===== src/rtl/ram_dump_uart.sv =====
// Sweeps a RAM address range and streams each word as uppercase ASCII hex over 8N1 UART, CR LF every WORDS_PER_LINE words.
// First start bit 3 cycles after start; no backpressure, start is ignored while a dump is in progress.
module ram_dump_uart #(
    parameter int DATA_WIDTH     = 16,
    parameter int ADDR_WIDTH     = 10,
    parameter int CLKS_PER_BIT   = 434,
    parameter int WORDS_PER_LINE = 8
) (
    input  logic                  clk,
    input  logic                  reset,
    input  logic                  start,
    input  logic [ADDR_WIDTH-1:0] start_addr,
    input  logic [ADDR_WIDTH-1:0] end_addr,
    output logic [ADDR_WIDTH-1:0] ram_addr,
    input  logic [DATA_WIDTH-1:0] ram_q,
    output logic                  tx,
    output logic                  busy,
    output logic                  done
);
    localparam int DIGITS = DATA_WIDTH / 4;
    localparam int DIG_W  = (DIGITS > 1) ? $clog2(DIGITS) : 1;
    localparam int CNT_W  = $clog2(CLKS_PER_BIT);
    localparam int LC_W   = (WORDS_PER_LINE > 1) ? $clog2(WORDS_PER_LINE) : 1;

    typedef enum logic [2:0] {IDLE, FETCH, LATCH, SEND, SEP, DONE} state_t;

    state_t                state_q, state_d;
    logic [ADDR_WIDTH-1:0] ram_addr_q, ram_addr_d;
    logic [ADDR_WIDTH-1:0] end_addr_q, end_addr_d;
    logic [DATA_WIDTH-1:0] word_q, word_d;
    logic [DIG_W-1:0]      digit_q, digit_d;
    logic                  sep_q, sep_d;
    logic [3:0]            bit_q, bit_d;
    logic [CNT_W-1:0]      cnt_q, cnt_d;
    logic [LC_W-1:0]       line_q, line_d;
    logic                  tx_q, tx_d;
    logic                  busy_q, busy_d;
    logic                  done_q, done_d;

    logic                  last_bit, last_word, eol, eol_n;
    logic [7:0]            byte_n;

    function automatic logic [7:0] hex_char(input logic [3:0] n);
        return (n < 4'd10) ? (8'h30 + {4'h0, n}) : (8'h37 + {4'h0, n});
    endfunction

    function automatic logic [3:0] nibble(input logic [DATA_WIDTH-1:0] w, input logic [DIG_W-1:0] d);
        logic [DATA_WIDTH-1:0] sh;
        sh = w >> (4 * (DIGITS - 1 - int'(d)));
        return sh[3:0];
    endfunction

    // Frame bit 0 is the start bit, 1..8 data LSB first, 9 stop; 10 is the inter-word setup cycle.
    function automatic logic frame_bit(input logic [7:0] b, input logic [3:0] idx);
        logic [7:0] sh;
        sh = b >> (idx - 4'd1);
        if (idx == 4'd0) return 1'b0;
        if (idx <= 4'd8) return sh[0];
        return 1'b1;
    endfunction

    always_comb begin
        state_d    = state_q;
        ram_addr_d = ram_addr_q;
        end_addr_d = end_addr_q;
        word_d     = word_q;
        digit_d    = digit_q;
        sep_d      = sep_q;
        bit_d      = bit_q;
        cnt_d      = cnt_q;
        line_d     = line_q;
        last_bit   = (cnt_q == CNT_W'(CLKS_PER_BIT - 1));
        last_word  = (ram_addr_q == end_addr_q);
        eol        = last_word || (line_q == LC_W'(WORDS_PER_LINE - 1));

        case (state_q)
            IDLE: begin
                if (start) begin
                    state_d    = FETCH;
                    ram_addr_d = start_addr;
                    end_addr_d = end_addr;
                    line_d     = '0;
                end
            end
            FETCH: state_d = LATCH;
            LATCH: begin
                word_d  = ram_q;
                digit_d = '0;
                sep_d   = 1'b0;
                bit_d   = 4'd0;
                cnt_d   = '0;
                state_d = SEND;
            end
            SEND: begin
                if (!last_bit) begin
                    cnt_d = cnt_q + CNT_W'(1);
                end else begin
                    cnt_d = '0;
                    if (bit_q != 4'd9) begin
                        bit_d = bit_q + 4'd1;
                    end else begin
                        bit_d = 4'd0;
                        if (digit_q == DIG_W'(DIGITS - 1)) state_d = SEP;
                        else                               digit_d = digit_q + DIG_W'(1);
                    end
                end
            end
            SEP: begin
                if (bit_q == 4'd10) begin
                    state_d    = FETCH;
                    ram_addr_d = ram_addr_q + ADDR_WIDTH'(1);
                    line_d     = eol ? '0 : line_q + LC_W'(1);
                end else if (!last_bit) begin
                    cnt_d = cnt_q + CNT_W'(1);
                end else begin
                    cnt_d = '0;
                    if (bit_q != 4'd9) begin
                        bit_d = bit_q + 4'd1;
                    end else if (eol && !sep_q) begin
                        sep_d = 1'b1;
                        bit_d = 4'd0;
                    end else if (last_word) begin
                        state_d = DONE;
                    end else begin
                        bit_d = 4'd10;
                    end
                end
            end
            DONE:    state_d = IDLE;
            default: state_d = IDLE;
        endcase

        // tx is registered, so the line level is derived from the next-cycle state.
        eol_n  = (ram_addr_d == end_addr_d) || (line_d == LC_W'(WORDS_PER_LINE - 1));
        byte_n = (state_d == SEP) ? (eol_n ? (sep_d ? 8'h0A : 8'h0D) : 8'h20)
                                  : hex_char(nibble(word_d, digit_d));
        tx_d   = (state_d == SEND || state_d == SEP) ? frame_bit(byte_n, bit_d) : 1'b1;
        busy_d = (state_d == FETCH) || (state_d == LATCH) || (state_d == SEND) || (state_d == SEP);
        done_d = (state_d == DONE);
    end

    always_ff @(posedge clk) begin
        if (reset) begin
            state_q    <= IDLE;
            ram_addr_q <= '0;
            end_addr_q <= '0;
            word_q     <= '0;
            digit_q    <= '0;
            sep_q      <= 1'b0;
            bit_q      <= 4'd0;
            cnt_q      <= '0;
            line_q     <= '0;
            tx_q       <= 1'b1;
            busy_q     <= 1'b0;
            done_q     <= 1'b0;
        end else begin
            state_q    <= state_d;
            ram_addr_q <= ram_addr_d;
            end_addr_q <= end_addr_d;
            word_q     <= word_d;
            digit_q    <= digit_d;
            sep_q      <= sep_d;
            bit_q      <= bit_d;
            cnt_q      <= cnt_d;
            line_q     <= line_d;
            tx_q       <= tx_d;
            busy_q     <= busy_d;
            done_q     <= done_d;
        end
    end

    assign ram_addr = ram_addr_q;
    assign tx       = tx_q;
    assign busy     = busy_q;
    assign done     = done_q;
endmodule


===== config.mk =====
export PLATFORM = sky130hd
export DESIGN_NAME = ram_dump_uart
export DESIGN_NICKNAME = d
export VERILOG_FILES = /design/src/rtl/ram_dump_uart.sv
export SDC_FILE = /design/constraint.sdc
export NUM_CORES = 1
export LEC_CHECK = 0
export CORE_MARGIN = 1.5
export CORE_UTILIZATION = 60
export DETAILED_ROUTE_END_ITERATION = 8
export GPL_TIMING_DRIVEN = 0
export PLACE_DENSITY = 0.82
export SYNTH_ARGS = -nofsm -noshare
export SYNTH_HDL_FRONTEND = slang
export SYNTH_SLANG_ARGS = --single-unit

===== constraint.sdc =====
create_clock -name clk -period 8.45 [get_ports clk]
set_input_delay 2.1125 -clock clk [delete_from_list [all_inputs] [get_ports clk]]
set_output_delay 2.1125 -clock clk [all_outputs]
set_load 0.01 [all_outputs]

### Word-level counts from Yosys, hierarchy flattened

Cells that the tools add are included.

| storage, ports and cells | value |
|---|---|
| bits in registers | 61 |
| logic and storage cells | 108 |

| operators by class | value |
|---|---|
| add/subtract/negate cells | 9 |
| magnitude comparators | 2 |
| eq/ne operators | 18 |
| shift operators | 2 |
| mux-type cells | 51 |
| bitwise logic cells | 1 |
| reductions and logical operators | 13 |

Operators by type and width:

| kind | number |
|---|---|
| $mux 10 | 4 |
| $mux 3 | 13 |
| $shr 16x32->4 | 1 |
| $mux 4 | 7 |
| $pmux 9 s3 | 1 |
| $eq 10x10->1 | 2 |
| $pmux 10 s2 | 1 |
| $mux 9 | 2 |
| $mux 16 | 1 |
| $eq 3x3->1 const B | 5 |
| $pmux 3 s5 | 1 |
| $add 6x4->7 const A | 2 |
| $mux 7 | 2 |
| $eq 3x2->1 const B | 4 |
| $pmux 4 s3 | 1 |
| $mux 1 | 11 |
| $add 10x1->10 const B | 1 |
| $add 9x1->9 const B | 1 |
| $eq 9x9->1 const B | 1 |
| $shr 7x4->1 | 1 |
| $eq 3x1->1 const B | 2 |
| $logic_or 1x1->1 | 6 |
| $mux 2 | 3 |
| $mux 6 | 1 |
| other kinds (22) | 22 |

### Depth between registers and ports, before layout

Gate-level depths: netlist (run 1).

| depth | value |
|---|---|
| word-level depth | 15 |
| mapped depth | 16 |

### Worst setup path before layout (run 1)

OpenSTA, ideal clock, no wires.

| timing path | value |
|---|---|
| path kind | input -> register |
| from | input port start |
| to | register tx_q (netlist: tx) |
| data arrival time | 4.408 ns |
| required time | 8.381 ns |
| slack | 3.974 ns |
| stages on the path | 10 |
| path buffers | 1 |
| cell sequence | or4b_2 > clkbuf_1 > o221ai_1 > xor2_1 > a2111oi_0 > nand4_1 > or3b_1 > a221oi_1 > a31oi_1 > o21ai_1 |

| on the way | value |
|---|---|
| cells in the longest elaborated chain, start to end | 10 |
| elaborated cells on any way between the ends | 22 |
| those cells by class | eq/ne (4); shift (1); mux (13); bitwise (1); reduce/logical (3) |

RTL lines:

| what | RTL line | source |
|---|---|---|
| start, declared | 11 | `input logic start,` |
| $mux 10 or $mux 3 (tied branches) | 78 | `if (start) begin` |
| $pmux 10 s2 (tied with other cells) | 76 | `case (state_q)` |
| $eq 10x10->1 or $eq 3x3->1 (tied branches) | 134 | `eol_n = (ram_addr_d == end_addr_d) \|\| (line_d == LC_W'(WORDS_PER_LINE - 1));` |
| $logic_or 1x1->1 | 134 |  |
| $mux 6 | 135 | `byte_n = (state_d == SEP) ? (eol_n ? (sep_d ? 8'h0A : 8'h0D) : 8'h20)` |
| $mux 7 | 135 |  |
| $shr 7x4->1 | 56 | `sh = b >> (idx - 4'd1);` |
| $mux 1 | 58 | `if (idx <= 4'd8) return sh[0];` |
| $mux 1 | 59 | `return 1'b1;` |
| $mux 1 | 58 |  |
| end signal, assigned | 166 | `tx_q <= tx_d;` |
| end, declared | 36 | `logic tx_q, tx_d;` |

Several ways; a longest one is shown, not always the timed one.
A chain may end at the register's enable or synchronous reset.

### Worst setup path after layout (run 1)

Ends and elaborated chain as after synthesis.

==> results of run 1 <==
kinds of logic after synthesis:
family	Yosys count
muxes	12
buffers and inverters	41
adders and majority gates	10
AOI/OAI and AO/OA	122
and+or+nand+nor	226
xor gates and xnor gates	27
DFF	61
worst min-delay path, cell delays in order, from the launching register on:
cell and delay (ns):
dfxtp_1 0.31, nand2_1 0.05, a21oi_1 0.05
routing by layer:
layer,global-route usage [%],vias to the layer above,part of all wire [%]
met4,11.6,0,1.5
met1,43.0,1881,46
met5,0,-,0
met2,47.7,159,45
li1,-,1949,-
met3,6.49,15,7.6
cell type report:
cell class / instances / area share (%)
buffer: 30 / 2.63
clock buffer: 11 / 2.97
clock inverter: 5 / 1.26
inverter: 11 / 0.868
multi-input combinational: 397 / 54.0
sequential: 61 / 25.7
tap: 77 / 2.03
timing repair buffer: 50 / 10.5
sequential cells by signal, summed over array words and instances (netlist names):
| signal | count |
|---|---|
| word_q | 16 |
| cnt_q | 9 |
| end_addr_q | 10 |
| line_q | 3 |
| ram_addr | 10 |
| sep_q | 1 |
| state_q | 3 |
| bit_q | 4 |
| busy | 1 |
| digit_q | 2 |
| tx | 1 |
| done | 1 |
power groups by stage:
stage	logic (µW)	clock network, µW	registers, µW
after floorplan	129	0	326
after global placement	192	0	326
after detailed placement	196	0	327
after CTS	198	270	321
after global routing	218	281	324
final	201	269	322
per-stage QoR:
| stage | setup slack [ns] | cell area, µm² |
|---|---|---|
| 6_report | 2.99 | 4760 |
| 5_1_grt | 2.80 | 4760 |
| 4_1_cts | 3.09 | 4760 |
| 3_5_place_dp | 2.79 | 4550 |
| 3_3_place_gp | 2.75 | 4550 |
| 2_1_floorplan | 3.97 | 3960 |
cell usage after synthesis (9+ instances only):
cell,instances,area [µm²]
nand2_1,65,244
a211oi_1,11,82.6
nor2_1,60,225
inv_1,10,37.5
nor2b_1,11,68.8
ha_1,10,125
dfxtp_1,61,1220
clkbuf_1,21,78.8
xnor2_1,14,123
nand4_1,10,62.6
nor3_1,15,75.1
nand3_1,9,45.0
a21oi_1,38,190
mux2i_1,9,90.1
xor2_1,13,114
final timing paths:
kind,cells after the start,slack [ns],endpoint
worst max-delay path,11,2.99,tx
worst min register to register,2,0.45,word_q[15]
worst max register to register,15,4.31,tx
worst min-delay path,2,0.45,word_q[15]
==> results.yml, run 1 <==
outcome:
  status: "finished clean"
worst_setup_path:
  path_cells: "clkdlybuf4s50_1 -> or4b_2 -> clkbuf_1 -> o221ai_1 -> xor2_1 -> a2111oi_0 -> nand4_1 -> or3b_1 -> a221oi_1 -> a31oi_1 -> o21ai_1"
  cp-startpoint: "start"
  slowest_delay_ns: 0.64
  crit_slowest_cell: "or4b_2"
  endpoint_kind: "register"
  worstPathRequired_ns: 8.73
  path_max_fanout: 10
  criticalPathCategory: "in -> reg"
  crit-reg2reg-launch: "ram_addr[5]"
  path_buf_inv: 2
  cp.arrival_ns: 5.74
  worstSetupStartpointType: "input pin"
  path_delay_family: "simple AND/OR/NAND/NOR gates"
finish:
  drive_gt1_share_pct: 7.96
  nFillCells: 493
  final_cells: 642
  regArea_um2: 1220
  nets: 609
  layout_commonest_cell: "nand2_1"
  final_cell_mix: "nand2_1, dfxtp_1, nor2_1"
  synthToLayoutAreaGrowth_pct: 20.2
  multi_input_area_um2: 2570
  antennaDiodeCount: 0
  utilization_pct: 74.9
yosys:
  synth_nets: 548
  synth_top_family_by_area: "simple AND/OR/NAND/NOR gates"
  synth_edf_count: 0
  mappedNetlistArea_um2: 3960
  synthAdderAreaFrac_pct: 3.16
  seq_area_frac_synth_pct: 30.9
  ys_warn_count: 0
  ys_seq_elements: 61
  syn_inst: 499
  synth-simple-area-share_pct: 30.4
  synth.avg_cell_area_um2: 7.93
  synth_ff_type: "dfxtp_1"
  synth_compound_area_share_pct: 22.2
  synth_xor_area_share_pct: 5.98
  synthMuxAreaShare_pct: 3.22
  async_flop_share_pct: 0
  synth_cell_types: 85
power_and_ir_drop:
  fin_total_pwr_uw: 791
  clock_power_share_pct: 34.0
  switching_share_pct: 31.7
  leakage_uw: 0.00174
  power.switching_uw: 251
  internal_power_uw: 541
  pwr-share-seq_pct: 40.6
  comb_power_share_pct: 25.4
  powerDensity_nw_per_um2: 166
  ir_drop_uv: 140
place:
  place.port_buffers: 50
  routabilityCongestion: 0.965
  place_hpwl_um: 7990
  placedCellCount: 626
sta:
  hold_viol: 0
  fmax_ghz: 0.183
  holdWs_ns: 0.453
  fin_skew_ns: 0.00925
  rsz0062_at_grt: "false"
  min_period_over_period_pct: 64.6
  setup_viol: 0
  setup_tns_ns: 0
  worstMarginPinSlew_ns: 0.869
  drv_slew: 0
  relSlewSlack_pct: 41.5
  fin_crit_ns: 5.46
global_routing:
  grt_start_max_net_pins: 12
  grt_overflow: 0
  grt_pass1_wl_um: 17700
  grt_pass1_vias: 3636
  antenna_found_initial: 0
  track_usage_pct: 31.0
run:
  cap_violations: 0
floorplanning:
  core-area_um2: 6350
  die_area_um2: 7090
  die_h_um: 84.2
  die_x_um: 84.2
  io_pins: 52
  row_count: 29
  start_util_pct: 62.3
route:
  wl_um: 10800
  vias: 4004
  drcViolationCount: 0
  vias_per_cell: 6.24
  ant_nets: 0
  post_drt_wl_per_cell_um: 16.8
  drtIter0Drc: 332
  dr.pass1.iters: 5
cts:
  numCtsBuffers: 9
  clock_path_buffers: 2
  cts.htree.levels: 3
  cts-resized-gates: 0
  postCtsSetupBuffers: 0
  clk_latency_ns: 0.35
  cts_tree: "done"
  cts_hold_buf: 0
  cts.clk_slew.worst_paths_ns: 0.07
  clock-sinks: 61
  cts-root-buf: "clkbuf_8"
worst_hold_path:
  min_path_type: "reg -> reg"
  min_from: "word_q[15]"
Power figures use the tool's default switching activity.
==> run 2, diff against run 1 <==
- CORE_UTILIZATION: 60 -> 50
- PLACE_DENSITY: 0.82 -> 0.72
- clock period: 8.45 -> 5 ns (I/O delays scaled with it)
==> results.yml, run 2 (same netlist as run 1, synthesis figures left out) <==
route:
  drtIter0Drc: 244
  dr.pass1.iters: 5
  post_drt_wl_per_cell_um: 16.1
  ant_nets: 0
  vias_per_cell: 6.11
  wl_um: 10700
  drcViolationCount: 0
  vias: 4066
floorplanning:
  die_area_um2: 8460
  core-area_um2: 7690
  die_x_um: 92.0
  die_h_um: 92.0
  io_pins: 52
  start_util_pct: 51.5
  row_count: 32
power_and_ir_drop:
  powerDensity_nw_per_um2: 273
  ir_drop_uv: 129
  clock_power_share_pct: 32.2
  pwr-share-seq_pct: 41.7
  fin_total_pwr_uw: 1300
  switching_share_pct: 31.2
  leakage_uw: 0.00173
  internal_power_uw: 894
  power.switching_uw: 406
  comb_power_share_pct: 26.1
worst_setup_path:
  path_buf_inv: 2
  r2r_slack_ns: 0.89
  path_cells: "clkdlybuf4s50_1 -> or4b_2 -> clkbuf_1 -> o221ai_1 -> xor2_1 -> a2111oi_0 -> nand4_1 -> or3b_1 -> a221oi_1 -> a31oi_1 -> o21ai_1"
  crit_slowest_cell: "or4b_2"
  slowest_delay_ns: 0.65
  cp-startpoint: "start"
  path_delay_family: "simple AND/OR/NAND/NOR gates"
  cp.arrival_ns: 4.85
  rr_worst_depth: 15
  path_max_fanout: 10
  crit-reg2reg-launch: "ram_addr[5]"
  criticalPathCategory: "in -> reg"
  r2r-end: "tx"
  worstPathRequired_ns: 5.27
  endpoint_kind: "register"
  worstSetupStartpointType: "input pin"
worst_hold_path:
  hold_depth: 2
  min_to: "word_q[14]"
  min_from: "word_q[14]"
  min_path_type: "reg -> reg"
finish:
  layout_commonest_cell: "nand2_1"
  synthToLayoutAreaGrowth_pct: 20.4
  antennaDiodeCount: 0
  top_register: "word_q"
  largest_register_ffs: 16
  nets: 609
  stdcell_area_um2: 4770
  final_cell_mix: "nand2_1, dfxtp_1, nor2_1"
  drive_gt1_share_pct: 7.80
global_routing:
  track_usage_pct: 26.2
  antenna_found_initial: 0
  grt_pass1_wl_um: 17700
  grt_pass1_vias: 3610
  grt_start_max_net_pins: 11
  grt_overflow: 0
sta:
  setup_viol: 0
  drv_slew: 0
  min_period_over_period_pct: 91.6
  worstMarginPinSlew_ns: 0.772
  hold_viol: 0
  rsz0062_at_grt: "false"
  fin_skew_ns: 0.0102
  setup_ws_ns: 0.420
  setup_tns_ns: 0
  fin_crit_ns: 4.58
  relSlewSlack_pct: 48.1
  fmax_ghz: 0.218
cts:
  clk_latency_ns: 0.35
  cts_tree: "done"
  cts_hold_buf: 0
  clock_path_buffers: 2
  cts.clk_slew.worst_paths_ns: 0.07
  clock-sinks: 61
  cts-root-buf: "clkbuf_8"
  postCtsSetupBuffers: 0
  numCtsBuffers: 9
  cts-resized-gates: 0
  cts.htree.levels: 3
place:
  place_hpwl_um: 8160
  place.port_buffers: 50
  place_area_um2: 4590
  routabilityCongestion: 0.887
  dp_slack_ns: 0.239
run:
  cap_violations: 0
outcome:
  status: "finished clean"
==> run 2: changes by cell type in the layout (fill, tap and decap cells not counted), sizes merged <==
| cell | previous run | this run |
|---|---|---|
| clkbuf | 32 | 31 |
==> run 2: per-layer routing <==
layer  global-route usage [%]  up-vias  routed length [µm]
met1                     36.5     1965                5090
met2                     40.6      133                4910
li1                         -     1949                   -
met3                     3.90       19                 544
met4                     10.3        0                 198
met5                        0        -                   0
==> run 2: metrics by stage <==
step / hold slack [ns] / utilization (%) / std cells
after floorplan: 0.432 / - / 499
after global placement: 0.439 / 59.7 / 651
after detailed placement: 0.444 / 59.7 / 651
after CTS: 0.453 / 62.0 / 666
after global routing: 0.464 / 62.0 / 666
final: 0.455 / 62.0 / 666
==> run 2: how the worst max path moves through the flow <==
stage / to / slack (ns) / cells past startpoint
CTS: tx / 0.50 / 11
finish: tx / 0.42 / 11
global route: tx / 0.31 / 11
detailed placement: tx / 0.24 / 11
floorplan: tx / 1.39 / 10
global placement: tx / 0.13 / 11
==> run 2: worst register-to-register path, stage by stage, from the launching register on <==
cell       delay [ns]
dfxtp_1          0.33
clkbuf_1         0.36
xnor2_1          0.17
nand4_1          0.25
o31ai_1          0.65
a21boi_0         0.26
a211oi_1         0.24
o32a_1           0.27
ha_1             0.23
inv_1            0.09
or4_1            0.53
o221ai_1         0.11
a2111oi_2        0.12
a221oi_1         0.24
a31oi_1          0.07
o21ai_1          0.11
==> run 2: final cells by class <==
type,instances,area [µm²]
buffer,30,125
tap,102,128
sequential,61,1220
fill,724,2920
clock inverter,5,52.6
timing repair buffer,50,500
clock buffer,10,128
multi-input combinational,397,2570
inverter,11,41.3
==> run 2: power by group through the flow <==
stage	Clock (µW)	Sequential (µW)	Combinational (µW)
floorplan	0	552	218
global placement	0	552	329
detailed placement	0	553	333
CTS	420	542	335
global route	443	546	371
finish	418	542	339
==> run 3, diff against run 2 <==
- ABC_CLOCK_PERIOD_IN_PS: not set -> 5000
- HOLD_SLACK_MARGIN: not set -> 0.06
==> results of run 3 <==
The final DEF is identical to that of run 2; final timing and power are the same.
